### src/rtl/id_branch_resolve.sv
// ID-stage control-flow resolver: decodes branches/jumps, computes targets and holds
// hazarding branch/jr instructions in a stall FSM. BRANCH_STATS_EN adds saturating statistics counters.

module id_branch_resolve #(
   parameter int unsigned MAX_STALL = 2
`ifdef BRANCH_STATS_EN
   ,
   parameter int unsigned STAT_W    = 16
`endif
) (
   input  logic        i_clk,
   input  logic        i_rst_n,
   input  logic        i_valid,
   input  logic [31:0] i_instr,
   input  logic [31:0] i_pc_plus4,
   input  logic [31:0] i_rs_data,
   input  logic [31:0] i_rt_data,
   input  logic        i_ex_regwrite,
   input  logic        i_ex_memread,
   input  logic [4:0]  i_ex_rd,
   input  logic        i_mem_memread,
   input  logic [4:0]  i_mem_rd,
   output logic [1:0]  o_con_jump,
   output logic        o_con_ifbranch,
   output logic [25:0] o_addr_jump,
   output logic [31:0] o_addr_jumpr,
   output logic [31:0] o_addr_branch,
   output logic        o_flush,
   output logic        o_stall,
   output logic        o_link_we,
   output logic [31:0] o_link_data
`ifdef BRANCH_STATS_EN
   ,
   output logic [STAT_W-1:0] o_stat_taken,
   output logic [STAT_W-1:0] o_stat_nottaken,
   output logic [STAT_W-1:0] o_stat_stall
`endif
);

   localparam int unsigned CNT_W = $clog2(MAX_STALL + 1);

   localparam logic [5:0] OP_RTYPE = 6'b000000;
   localparam logic [5:0] OP_J     = 6'b000010;
   localparam logic [5:0] OP_JAL   = 6'b000011;
   localparam logic [5:0] OP_BEQ   = 6'b000100;
   localparam logic [5:0] OP_BNE   = 6'b000101;
   localparam logic [5:0] OP_BLEZ  = 6'b000110;
   localparam logic [5:0] OP_BGTZ  = 6'b000111;
   localparam logic [5:0] FN_JR    = 6'b001000;
   localparam logic [5:0] FN_JALR  = 6'b001001;

   typedef enum logic [1:0] {
      ST_RUN    = 2'd0,
      ST_WAIT   = 2'd1,
      ST_RESUME = 2'd2
   } state_e;

   state_e             state_q, state_d;
   logic [CNT_W-1:0]   cnt_q, cnt_d;

   logic               is_beq, is_bne, is_blez, is_bgtz;
   logic               is_j, is_jal, is_jr, is_jalr;
   logic               is_br, is_jmp, is_jreg;
   logic               br_cond;
   logic [CNT_W-1:0]   rs_need, rt_need, need;
   logic               hazard;
   logic               stall_c, resolve_c;
   logic [31:0]        br_offset;

   // Stall cycles a single source register needs against the EX/MEM producers.
   function automatic logic [CNT_W-1:0] src_need(
      input logic [4:0] r,
      input logic [4:0] ex_rd,
      input logic       ex_rw,
      input logic       ex_mr,
      input logic [4:0] mem_rd,
      input logic       mem_mr
   );
      logic [CNT_W-1:0] n;
      n = '0;
      if (r != 5'd0) begin
         if ((r == mem_rd) && mem_mr)           n = CNT_W'(1);
         if ((r == ex_rd) && ex_rw && !ex_mr)   n = CNT_W'(1);
         if ((r == ex_rd) && ex_mr)             n = CNT_W'(2);
      end
      return n;
   endfunction

   // Instruction decode and branch condition evaluation.
   always_comb begin
      is_beq  = (i_instr[31:26] == OP_BEQ);
      is_bne  = (i_instr[31:26] == OP_BNE);
      is_blez = (i_instr[31:26] == OP_BLEZ);
      is_bgtz = (i_instr[31:26] == OP_BGTZ);
      is_j    = (i_instr[31:26] == OP_J);
      is_jal  = (i_instr[31:26] == OP_JAL);
      is_jr   = (i_instr[31:26] == OP_RTYPE) && (i_instr[5:0] == FN_JR);
      is_jalr = (i_instr[31:26] == OP_RTYPE) && (i_instr[5:0] == FN_JALR);
      is_br   = is_beq | is_bne | is_blez | is_bgtz;
      is_jmp  = is_j | is_jal;
      is_jreg = is_jr | is_jalr;

      br_cond = 1'b0;
      if (is_beq)  br_cond = (i_rs_data == i_rt_data);
      if (is_bne)  br_cond = (i_rs_data != i_rt_data);
      if (is_blez) br_cond = i_rs_data[31] | (i_rs_data == 32'd0);
      if (is_bgtz) br_cond = !i_rs_data[31] && (i_rs_data != 32'd0);
   end

   // Hazard stall requirement: rs always, rt only for the two-register compares.
   always_comb begin
      rs_need = src_need(i_instr[25:21], i_ex_rd, i_ex_regwrite, i_ex_memread,
                         i_mem_rd, i_mem_memread);
      rt_need = '0;
      if (is_beq || is_bne) begin
         rt_need = src_need(i_instr[20:16], i_ex_rd, i_ex_regwrite, i_ex_memread,
                            i_mem_rd, i_mem_memread);
      end
      need   = (rs_need > rt_need) ? rs_need : rt_need;
      hazard = i_valid && (is_br || is_jreg) && (need != '0);
   end

   always_ff @(posedge i_clk) begin
      if (!i_rst_n) begin
         state_q <= ST_RUN;
         cnt_q   <= '0;
      end else begin
         state_q <= state_d;
         cnt_q   <= cnt_d;
      end
   end

   // Stall FSM: RUN checks hazards, WAIT counts down, RESUME resolves unconditionally.
   always_comb begin
      state_d   = state_q;
      cnt_d     = cnt_q;
      stall_c   = 1'b0;
      resolve_c = 1'b0;
      case (state_q)
         ST_RUN: begin
            if (hazard) begin
               stall_c = 1'b1;
               if (need == CNT_W'(1)) begin
                  state_d = ST_RESUME;
               end else begin
                  cnt_d   = need - CNT_W'(1);
                  state_d = ST_WAIT;
               end
            end else begin
               resolve_c = i_valid;
            end
         end
         ST_WAIT: begin
            stall_c = 1'b1;
            cnt_d   = cnt_q - CNT_W'(1);
            if (cnt_q == CNT_W'(1)) state_d = ST_RESUME;
         end
         ST_RESUME: begin
            resolve_c = i_valid;
            state_d   = ST_RUN;
         end
         default: begin
            state_d = ST_RUN;
            cnt_d   = '0;
         end
      endcase
   end

   assign br_offset = {{14{i_instr[15]}}, i_instr[15:0], 2'b00};

   // Output drive; everything is forced low while reset is asserted.
   always_comb begin
      o_con_jump     = 2'b00;
      o_con_ifbranch = 1'b0;
      o_addr_jump    = '0;
      o_addr_jumpr   = '0;
      o_addr_branch  = '0;
      o_flush        = 1'b0;
      o_stall        = 1'b0;
      o_link_we      = 1'b0;
      o_link_data    = '0;
      if (i_rst_n) begin
         o_addr_jump   = i_instr[25:0];
         o_addr_jumpr  = i_rs_data;
         o_addr_branch = i_pc_plus4 + br_offset;
         o_link_data   = i_pc_plus4 + 32'd4;
         o_stall       = stall_c;
         if (resolve_c) begin
            if (is_jmp) begin
               o_con_jump = 2'b01;
               o_flush    = 1'b1;
               o_link_we  = is_jal;
            end else if (is_jreg) begin
               o_con_jump = 2'b10;
               o_flush    = 1'b1;
               o_link_we  = is_jalr;
            end else if (is_br && br_cond) begin
               o_con_ifbranch = 1'b1;
               o_flush        = 1'b1;
            end
         end
      end
   end

`ifdef BRANCH_STATS_EN
   logic [STAT_W-1:0] taken_q, taken_d;
   logic [STAT_W-1:0] nottaken_q, nottaken_d;
   logic [STAT_W-1:0] stallcnt_q, stallcnt_d;
   logic              taken_inc, nottaken_inc;

   // Saturating event counters.
   always_comb begin
      taken_inc    = i_rst_n && resolve_c && is_br && br_cond;
      nottaken_inc = i_rst_n && resolve_c && is_br && !br_cond;
      taken_d      = taken_q;
      nottaken_d   = nottaken_q;
      stallcnt_d   = stallcnt_q;
      if (taken_inc && (taken_q != '1))       taken_d    = taken_q + STAT_W'(1);
      if (nottaken_inc && (nottaken_q != '1)) nottaken_d = nottaken_q + STAT_W'(1);
      if (o_stall && (stallcnt_q != '1))      stallcnt_d = stallcnt_q + STAT_W'(1);
   end

   always_ff @(posedge i_clk) begin
      if (!i_rst_n) begin
         taken_q    <= '0;
         nottaken_q <= '0;
         stallcnt_q <= '0;
      end else begin
         taken_q    <= taken_d;
         nottaken_q <= nottaken_d;
         stallcnt_q <= stallcnt_d;
      end
   end

   assign o_stat_taken    = i_rst_n ? taken_q    : '0;
   assign o_stat_nottaken = i_rst_n ? nottaken_q : '0;
   assign o_stat_stall    = i_rst_n ? stallcnt_q : '0;
`endif

endmodule

### config.mk
export PLATFORM = sky130hd
export DESIGN_NAME = id_branch_resolve
export DESIGN_NICKNAME = d
export VERILOG_FILES = /design/src/rtl/id_branch_resolve.sv
export SDC_FILE = /design/constraint.sdc
export NUM_CORES = 1
export LEC_CHECK = 0
export ABC_AREA = 1
export ABC_CLOCK_PERIOD_IN_PS = 3440
export CAP_MARGIN = 15
export CORE_MARGIN = 2
export CORE_UTILIZATION = 40
export CTS_CLUSTER_SIZE = 14
export DETAILED_ROUTE_END_ITERATION = 10
export GPL_TIMING_DRIVEN = 0
export PLACE_DENSITY = 0.93
export SYNTH_ARGS = -nofsm -noshare
export SYNTH_HDL_FRONTEND = slang
export SYNTH_SLANG_ARGS = --single-unit
### constraint.sdc
create_clock -name i_clk -period 3.44 [get_ports i_clk]
set_input_delay 0.344 -clock i_clk [delete_from_list [all_inputs] [get_ports i_clk]]
set_output_delay 0.344 -clock i_clk [all_outputs]
set_load 0.03 [all_outputs]
* After elaboration in Yosys (flattened, before gate mapping)
Index checks and enable logic that the tools add are counted.
** Operators by class
- Add/subtract/negate cells :: 4
- Multiply operators :: 0
- Div/mod/pow operators :: 0
- Order comparisons :: 1
- Eq/ne operators :: 21
- Shift operators :: 0
- Multiplexer cells :: 47
- Bitwise gates (word level) :: 7
- Reduce and logical (&&, ||, !) cells :: 27
** Operator list (number)
- two-way mux 32 bit :: 3
- two-way mux 2 bit :: 17
- adder 32 x 3 -> 32 bit (second input constant) :: 1
- adder 32 bit :: 1
- == test 32 bit :: 1
- zero test 32 bit :: 1
- != test 32 bit :: 1
- nonzero test 32 bit :: 1
- two-way mux 26 bit :: 1
- == test 6 x 3 -> 1 bit (second input constant) :: 4
- two-way mux 1 bit :: 22
- == test 5 bit :: 4
- logical AND 1 bit :: 14
- == test 6 x 2 -> 1 bit (second input constant) :: 2
- == test 6 x 4 -> 1 bit (second input constant) :: 2
- nonzero test 5 bit :: 2
- == test 2 x 1 -> 1 bit (second input constant) :: 3
- zero test 6 bit :: 1
- != test 2 bit (second input constant) :: 3
- bitwise OR 1 bit :: 6
- case mux 2 bit (3 select lines) :: 1
- case mux 1 bit (2 select lines) :: 2
- case mux 2 bit (2 select lines) :: 1
- subtractor 2 x 1 -> 2 bit (second input constant) :: 2
- 9 further kinds :: 11
** Storage, ports and cells
- Register bits :: 4
- Bits in latches :: 0
- RAM bits :: 0
- Bits in read-only memories :: 0
- Output and inout port bits :: 128
- Word-level logic and storage cells :: 109
- Memories :: 0

* Longest topological paths before layout
- Word-level depth :: 15
- Mapped depth :: 25
- Depth with buffers taken out :: 25

* Worst setup path after synthesis
Ideal clock, no wire load.
- Path type :: input-to-output
- Start point :: input port i_instr[19]
- End point :: output port o_link_we
- Arrival :: 2896 ps
- Required time :: 3096 ps
- Slack :: 200 ps
- Stages on the path :: 23
- Buffers on the path :: 0
- Cells stage by stage :: inv_1 > nand2_1 > nand2_1 > nor2_1 > nand3_1 > nor2_1 > nor2_1 > and2_1 > ha_1 > a22oi_1 > inv_1 > nand3_1 > nand2_1 > inv_1 > ha_1 > nor2_1 > nand2_1 > inv_1 > nand2_1 > nand2_1 > nor2_1 > nand2_1 > nand2_1
** Between the ends
- Longest elaborated chain between the ends :: 15
- Elaborated cells between the ends (all ways) :: 20
- Classes of those cells :: order compare: 1; eq/ne: 2; mux: 10; reduce/logical: 7
** Ends and longest elaborated chain
- start: declaration :: line 14 : input logic [31:0] i_instr,
- == test 5 bit, on equally long branches :: line 82, 83, 84
- logical AND 1 bit, on equally long branches :: line 82, 83
- two-way mux 1 bit or logical AND 1 bit (tied branches) :: line 82, 83
- two-way mux 2 bit :: line 83 : if ((r == ex_rd) && ex_rw && !ex_mr) n = CNT_W'(1);
- two-way mux 2 bit :: line 84 : if ((r == ex_rd) && ex_mr) n = CNT_W'(2);
- two-way mux 2 bit * :: line 81 : if (r != 5'd0) begin
- two-way mux 2 bit * :: line 115 : if (is_beq || is_bne) begin
- greater-than comparator 2 bit :: line 119 : need = (rs_need > rt_need) ? rs_need : rt_need;
- two-way mux 2 bit * :: line 119
- nonzero test 2 bit * :: line 120 : hazard = i_valid && (is_br || is_jreg) && (need != '0);
- logical AND 1 bit * :: line 120
- two-way mux 1 bit * :: line 141 : if (hazard) begin
- case mux 1 bit (2 select lines) * :: line 139 : case (state_q)
- two-way mux 1 bit * :: line 188 : if (resolve_c) begin
- two-way mux 1 bit * :: line 182 : if (i_rst_n) begin
- end: declaration :: line 30 : output logic o_link_we,
Every way passes the cells marked *; elsewhere a longest branch is shown, timed or not.

* Worst setup path after layout
- Start point :: input port i_mem_memread
- End point :: register state_q[0]
** Between the ends
- Longest elaborated chain between the ends :: 12
- Elaborated cells between the ends (all ways) :: 21
- Classes of those cells :: order compare: 1; eq/ne: 2; mux: 13; reduce/logical: 5
** Ends and longest elaborated chain
- start: declaration :: line 21 : input logic i_mem_memread,
- logical AND 1 bit :: line 82 : if ((r == mem_rd) && mem_mr) n = CNT_W'(1);
- two-way mux 1 bit :: line 82
- two-way mux 2 bit :: line 83
- two-way mux 2 bit :: line 84
- two-way mux 2 bit :: line 81
- two-way mux 2 bit :: line 115
- greater-than comparator 2 bit :: line 119
- two-way mux 2 bit * :: line 119
- == test 2 x 1 -> 1 bit or nonzero test 2 bit (tied branches) :: line 143, 120
- two-way mux 2 bit or logical AND 1 bit (tied branches) :: line 143, 120
- two-way mux 2 bit or != test 2 bit (tied branches)
- case mux 2 bit (2 select lines) or AND reduction 2 bit (tied branches)
- end signal: assignment :: line 128 : state_q <= state_d;
- end: declaration :: line 58 : state_e state_q, state_d;
Every way passes the cells marked *; elsewhere a longest branch is shown, timed or not. The select of a mux whose other input is x is not followed.
A chain may end at the register's enable or synchronous reset.

==> metrics <==
remaining antenna violation count=0; Clock Power Share=0.127; Sw Share=0.5267; Initial DRT Pass Iterations=5; Post-Syn Instances=around 1000; Inserted Clock Buffers=3; most common cell after layout, fill and taps aside=nand2_1; Worst Skew=0.001534 ns; CP most frequent cell=buf_4; pin count of the biggest net entering global routing=17; fillcell total=roughly 1100; max_cap viols=0; CTS Root Cell=clkbuf_16; layout cells sized above 1=0.08849; Top Family by Delay on Critical Path=buffers and inverters; CP max FO=2; first-pass GRT wire length=~33000 um; Ys Warns=0; Placed Area=7711 um^2; port bufs=270; HPWL Detailed=around 19000 um; final worst path period share=1.009; DIE AREA=between 10000 and 15000 um^2; reg2reg path depth=6; Max Root-Sink Buffers=2; Worst R2R Start=state_q[0]; Die Ht=around 110 um; Ant. Diodes=0; Worst slew margin=0.5062; Netlist cell types=42; Initial DRC Count=around 630; Final Cell Area=roughly 8000 um^2; initial antenna violation count=0; overflow left after global routing=0; commonest non-fill, non-tap cells in the layout=nand2_1, clkdlybuf4s50_1, inv_1; routability cong.=0.9871; Yosys top cell by area=nand2_1; share of the yosys chip area belonging to registers=0.01660; top post-synthesis cells by area=nand2_1, inv_1, nor2_1; I/O Pins=roughly 270; Max Slew Vio Count=0; Mapped Nets=1168; Setup CP Type=input pin to flip-flop; power share of the sequential group=0.032; R2R Path End=state_q[1]; Worst Hold End=cnt_q[1]; worst skew pair latency=between 0.2 and 0.25 ns; hold path startpoint=cnt_q[1]; Starting Density=0.4050; M3 GR Usage=0.04516; Vias per Instance=5.211; net load switching power=about 760 uW; Critical Path Sink Type=flip-flop; Worst EP required=approximately 3.5 ns; RSZ-0062 raised after global routing=true; area of the core=~12000 um^2; Lkg Pwr=0.004207 uW; largest stage delay on the critical path=0.48 ns; Power per Cell Area=~180 nW/um^2; clk slew on worst S/H paths=about 0.03 ns; Wirelength per Cell=roughly 16 um; top-area cell type share of the netlist area=0.2272; status=finished, violations left; TritonCTS clock tree=yes; startpoint types=input pin; FF+latch count, synth=4; Finished Core Util=0.6736; Synth Area per Inst=~5 um^2; Final Setup Violations=1; Die W=around 110 um; Internal=between 600 and 700 uW; min cycle time layout=between 3 and 4 ns; f_max=~290 MHz; via count=7421; Net count, final=approximately 1500; GRT Util Overall=0.3226; failing checks=setup timing; Layout Area Growth over Synthesis=66.31%; Tightest Pin Transition=about 0.74 ns; Most Crowded Layer GR=met2; vias in the first global route=between 6000 and 7000; CP max stage cell=clkdlybuf4s50_1; wirelength, routed=~23000 um; mapped cell area=just under 5000 um^2; crit path DAT=~3.6 ns; # rows=40; GR Util met2=0.5685; depth of the CTS H-tree=1; Comb pwr share=0.840; final worst slack=-0.02935 ns; Final Hold Viols=0; met1 usage=0.3902; Bufs and invs on worst path=12; worst ir drop on vdd=between 100 and 150 uV; FF-to-FF setup slack=between 2 and 2.5 ns; Hold Crit Class=flip-flop to flip-flop; DRC Markers=0; Clock Sinks=4; Cells on Worst Hold Path=2
how the worst max path moves through the flow:
stage,start,endpoint,slack [ns],depth (start not counted)
after floorplan,i_instr[19],o_link_we,0.20,23
after global placement,i_instr[16],o_link_we,-0.95,25
after detailed placement,i_instr[16],o_link_we,-0.99,25
after CTS,i_ex_rd[1],state_q[0],-0.02,28
after global routing,i_mem_memread,state_q[0],-0.13,26
final,i_mem_memread,state_q[0],-0.03,26
cell usage after synthesis (all sizes together):
cell / count
a211oi: 1
a21boi: 3
a21o: 4
a21oi: 52
a22o: 1
a22oi: 1
a31oi: 3
and2: 2
buf: 2
clkbuf: 14
dfxtp: 4
fa: 1
ha: 36
inv: 193
nand2: 293
nand3: 43
nand3b: 5
nand4: 19
nor2: 171
nor3: 23
nor3b: 4
nor4: 10
o211ai: 1
o21ai: 39
o21bai: 4
o22ai: 5
or2: 7
xnor2: 34
xor2: 12
sequential cells by signal, summed over array words and instances (netlist names):
| signal | flops |
|---|---|
| cnt_q | 2 |
| state_q | 2 |
routing by layer:
metal  wire (um)  share of wire
met1        8805           0.39
met2       10520           0.46
met3        2143          0.095
met4        1174          0.052
met5           0              0
power by group through the flow:
stage	sequential, uW	combinational (uW)	clock [uW]
after floorplan	47.5	652	0
after global placement	47.5	1180	0
after detailed placement	47.5	1200	0
after CTS	46.9	1190	186
after global routing	46.9	1300	189
final	46.9	1210	184
cell type report:
cell class | count | area [um^2] | share of cell area
sequential | 4 | 80.08 | 0.009980
inverter | 193 | 724.4 | 0.09029
timing repair buffer | 287 | 2756 | 0.3435
clock buffer | 3 | 75.07 | 0.009356
tap | 147 | 183.9 | 0.02292
multi-input combinational | 774 | 4136 | 0.5155
buffer | 16 | 67.56 | 0.008420
through the flow:
step                setup slack [ns]  hold WS, ns  total power (uW)  std cells  setup TNS (ns)
floorplan                     0.2000       0.4332             699.6        987               0
CTS                         -0.01547       0.4565              1422       1420        -0.01547
global route                 -0.1263       0.5107              1535       1424         -0.1920
detailed placement           -0.9907       0.4509              1243       1404          -9.715
global placement             -0.9540       0.4517              1232       1404          -9.354
finish                      -0.02935       0.4836              1444       1424        -0.02935
what timing repair did:
action	in CTS	in global routing
gates resized for setup	99	93
endpoints found under the hold margin	0	0
hold buffers	0	0
pin swaps	24	22
buffers inserted	13	4
setup endpoints to repair	24	26
cells by family (layout without fill, tap and decap cells):
| logic type | after synthesis | after routing | synth area share |
|---|---|---|---|
| AOI/OAI and AO/OA | 114 | 114 | 0.1292 |
| buffers and inverters | 209 | 499 | 0.1642 |
| and+or+nand+nor | 577 | 577 | 0.5091 |
| adders and majority gates | 37 | 37 | 0.09751 |
| xor gates and xnor gates | 46 | 46 | 0.08351 |
| DFF | 4 | 4 | 0.01660 |
worst register-to-register path, delay by kind of cell, from the launching register on:
| kind | cells | cell delay [ns] |
|---|---|---|
| DFF | 1 | 0.36 |
| and+or+nand+nor | 4 | 0.57 |
| buffers and inverters | 2 | 0.17 |
No activity file was read; power rests on OpenSTA's default activity.
==> patch: new RTL, same flow settings <==
Add a define of `BRANCH_STATS_EN`.
--- a/src/rtl/id_branch_resolve.sv
+++ b/src/rtl/id_branch_resolve.sv
@@ -1,5 +1,7 @@
 // ID-stage control-flow resolver: decodes branches/jumps, computes targets and holds
 // hazarding branch/jr instructions in a stall FSM. BRANCH_STATS_EN adds saturating statistics counters.
+
+`define BRANCH_STATS_EN
 
 module id_branch_resolve #(
    parameter int unsigned MAX_STALL = 2
Check against the original RTL (old outputs only; new: o_stat_nottaken, o_stat_stall and o_stat_taken): equivalent (Yosys induction, for registers that start in step).
==> patch against the original RTL <==
- the run still ends with setup timing left
- wire length grew 47%
- area after synthesis grew 61%
- critical path depth shrank 6
- fmax shrank 4.3%
- non-clock buffer count grew 96
- final area grew 51%
- sequential cell count grew 48
- worst setup slack lost 160 ps
- global-route usage shrank 1.4 points
- total power grew 74%
- critical endpoint is now o_flush
==> patch: results (changes against the original RTL) <==
- Clk network pwr share: 24.5% (+12 points)
- Htree depth: 2 (+1)
- Skew final: 3.85 ps (+2.31 ps)
- Routed WL: 33400 um (+47%)
- Clock Latency Late Sink: 290 ps (+60 ps)
- Vias in the first global route: 10.0k (+51%)
- CTS Buf Count: 5 (+2)
- Sum Neg Setup Slack: -604 ps (-575 ps)
- Layout cells sized above 1: 12.7% (+3.8 points)
- Status: finished, violations left
- Initial antenna violation count: 1 (+1)
- Worst setup path endpoint: o_flush
- Worst-path maximum fanout: 5 (+3)
- Pwr/cell area: 207 nW/um^2 (+15%)
- FF-to-FF Start: stallcnt_q[0]$_SDFFE_PN0P_
- FF-to-FF path depth: 11 (+5)
- R2r setup slk: 1260 ps (-930 ps)
- 1st-iter DRT viols: 739 (+17%)
- Unique masters post-synth: 57 (+36%)
- Reg2reg end: stallcnt_q[2]$_SDFFE_PN0P_
- Synth top area cells: nand2_1, dfxtp_1, inv_1, nor2_1, a21oi_1
- Hold Slack: 491 ps (+7.88 ps)
- Pleak: 5.87 nW (+40%)
- Sequential area share after synthesis: 13.4% (+12 points)
- Synth top cells by count: nand2_1, inv_1, nor2_1, a21oi_1, nand3_1
- Vias per cell: 5.24 (+0.63%)
- Synth Net Count: 1558 (+33%)
- CP delay by family, top: simple AND/OR/NAND/NOR gates
- Slowest stage delay, CP: 280 ps (-200 ps)
- Max IR drop VDD: 0.180 mV (+42%)
- Failing checks: setup timing
- Slowest cell on crit path: nor4_2
- Fillers: 1749 (+58%)
- Hold EP: stallcnt_q[8]$_SDFFE_PN0P_
- Reg power frac: 24.0% (+21 points)
- Tot GR Track Use: 30.8% (-1.4 points)
- GPL Wtd Cong: 0.996 (+0.93%)
- Final setup viols: 5 (+4)
- First-pass GRT wire length: 50500 um (+51%)
- Port Buffer Count: 319 (+18%)
- Int Power: 1.49 mW (+120%)
- Max_slew headroom: 47.5% (-3.1 points)
- First drt pass iteration count: 7 (+2)
- Setup slack after layout: -187 ps (-157 ps)
- CP Launch Point: i_instr[22]
- Worst Min Path Start: stallcnt_q[8]$_SDFFE_PN0P_
- Clk slew on worst S/H paths: 70 ps (+40 ps)
- Final nets: 1930 (+32%)
- Detailed placement HPWL: 26000 um (+40%)
- Largest regs: nottaken_q (16), stallcnt_q (16), taken_q (16)
## patch: changes by cell type after synthesis, sizes merged, moves of 16 or more
| cell | before | now |
|---|---|---|
| a21oi | 52 | 106 |
| dfxtp | 4 | 52 |
| inv | 193 | 255 |
| nand2 | 293 | 348 |
| nand3 | 43 | 59 |
| nand4 | 19 | 49 |
| nor3 | 23 | 43 |
| xor2 | 12 | 40 |
## patch: area by class of cell
type | count | area share [%]
clock inverter | 1 | 0.248
inverter | 256 | 7.96
clock buffer | 7 | 1.26
buffer | 34 | 1.50
multi-input combinational | 1032 | 49.1
tap | 260 | 2.68
sequential | 52 | 8.58
timing repair buffer | 365 | 28.6
## patch: routing by layer
| metal | track usage (%) | share of wire (%) | wire, um |
|---|---|---|---|
| met1 | 38.2 | 41 | 13600 |
| met2 | 53.6 | 48 | 15900 |
| met3 | 5.33 | 7.9 | 2640 |
| met4 | 11.1 | 3.5 | 1180 |
| met5 | 0 | 0.021 | 7 |
## patch: kinds of logic after synthesis
group	Yosys count	share of synthesized area (%)
buf+inv	290	14.6
flops	52	13.4
compound gates	204	14.7
simple gates	706	41.5
fa+ha+maj	40	6.53
xor+xnor	82	9.24
## patch: repair_timing
item                       CTS  global route
buffers inserted            39            10
setup endpoints to repair   88            87
resized for setup          186           108
hold buffers                 0             0
pin swaps                   31            29
## patch: stage by stage
stage / cells / instance area (sq um) / utilization, % / setup slack (ps)
after floorplan: 1374 / 7780 / - / 88.9
after global placement: 1953 / 11300 / 59.8 / -1300
after detailed placement: 1953 / 11300 / 59.8 / -1380
after CTS: 2000 / 11900 / 63.1 / -59.5
after global routing: 2007 / 12100 / 64.2 / -283
final: 2007 / 12100 / 64.2 / -187
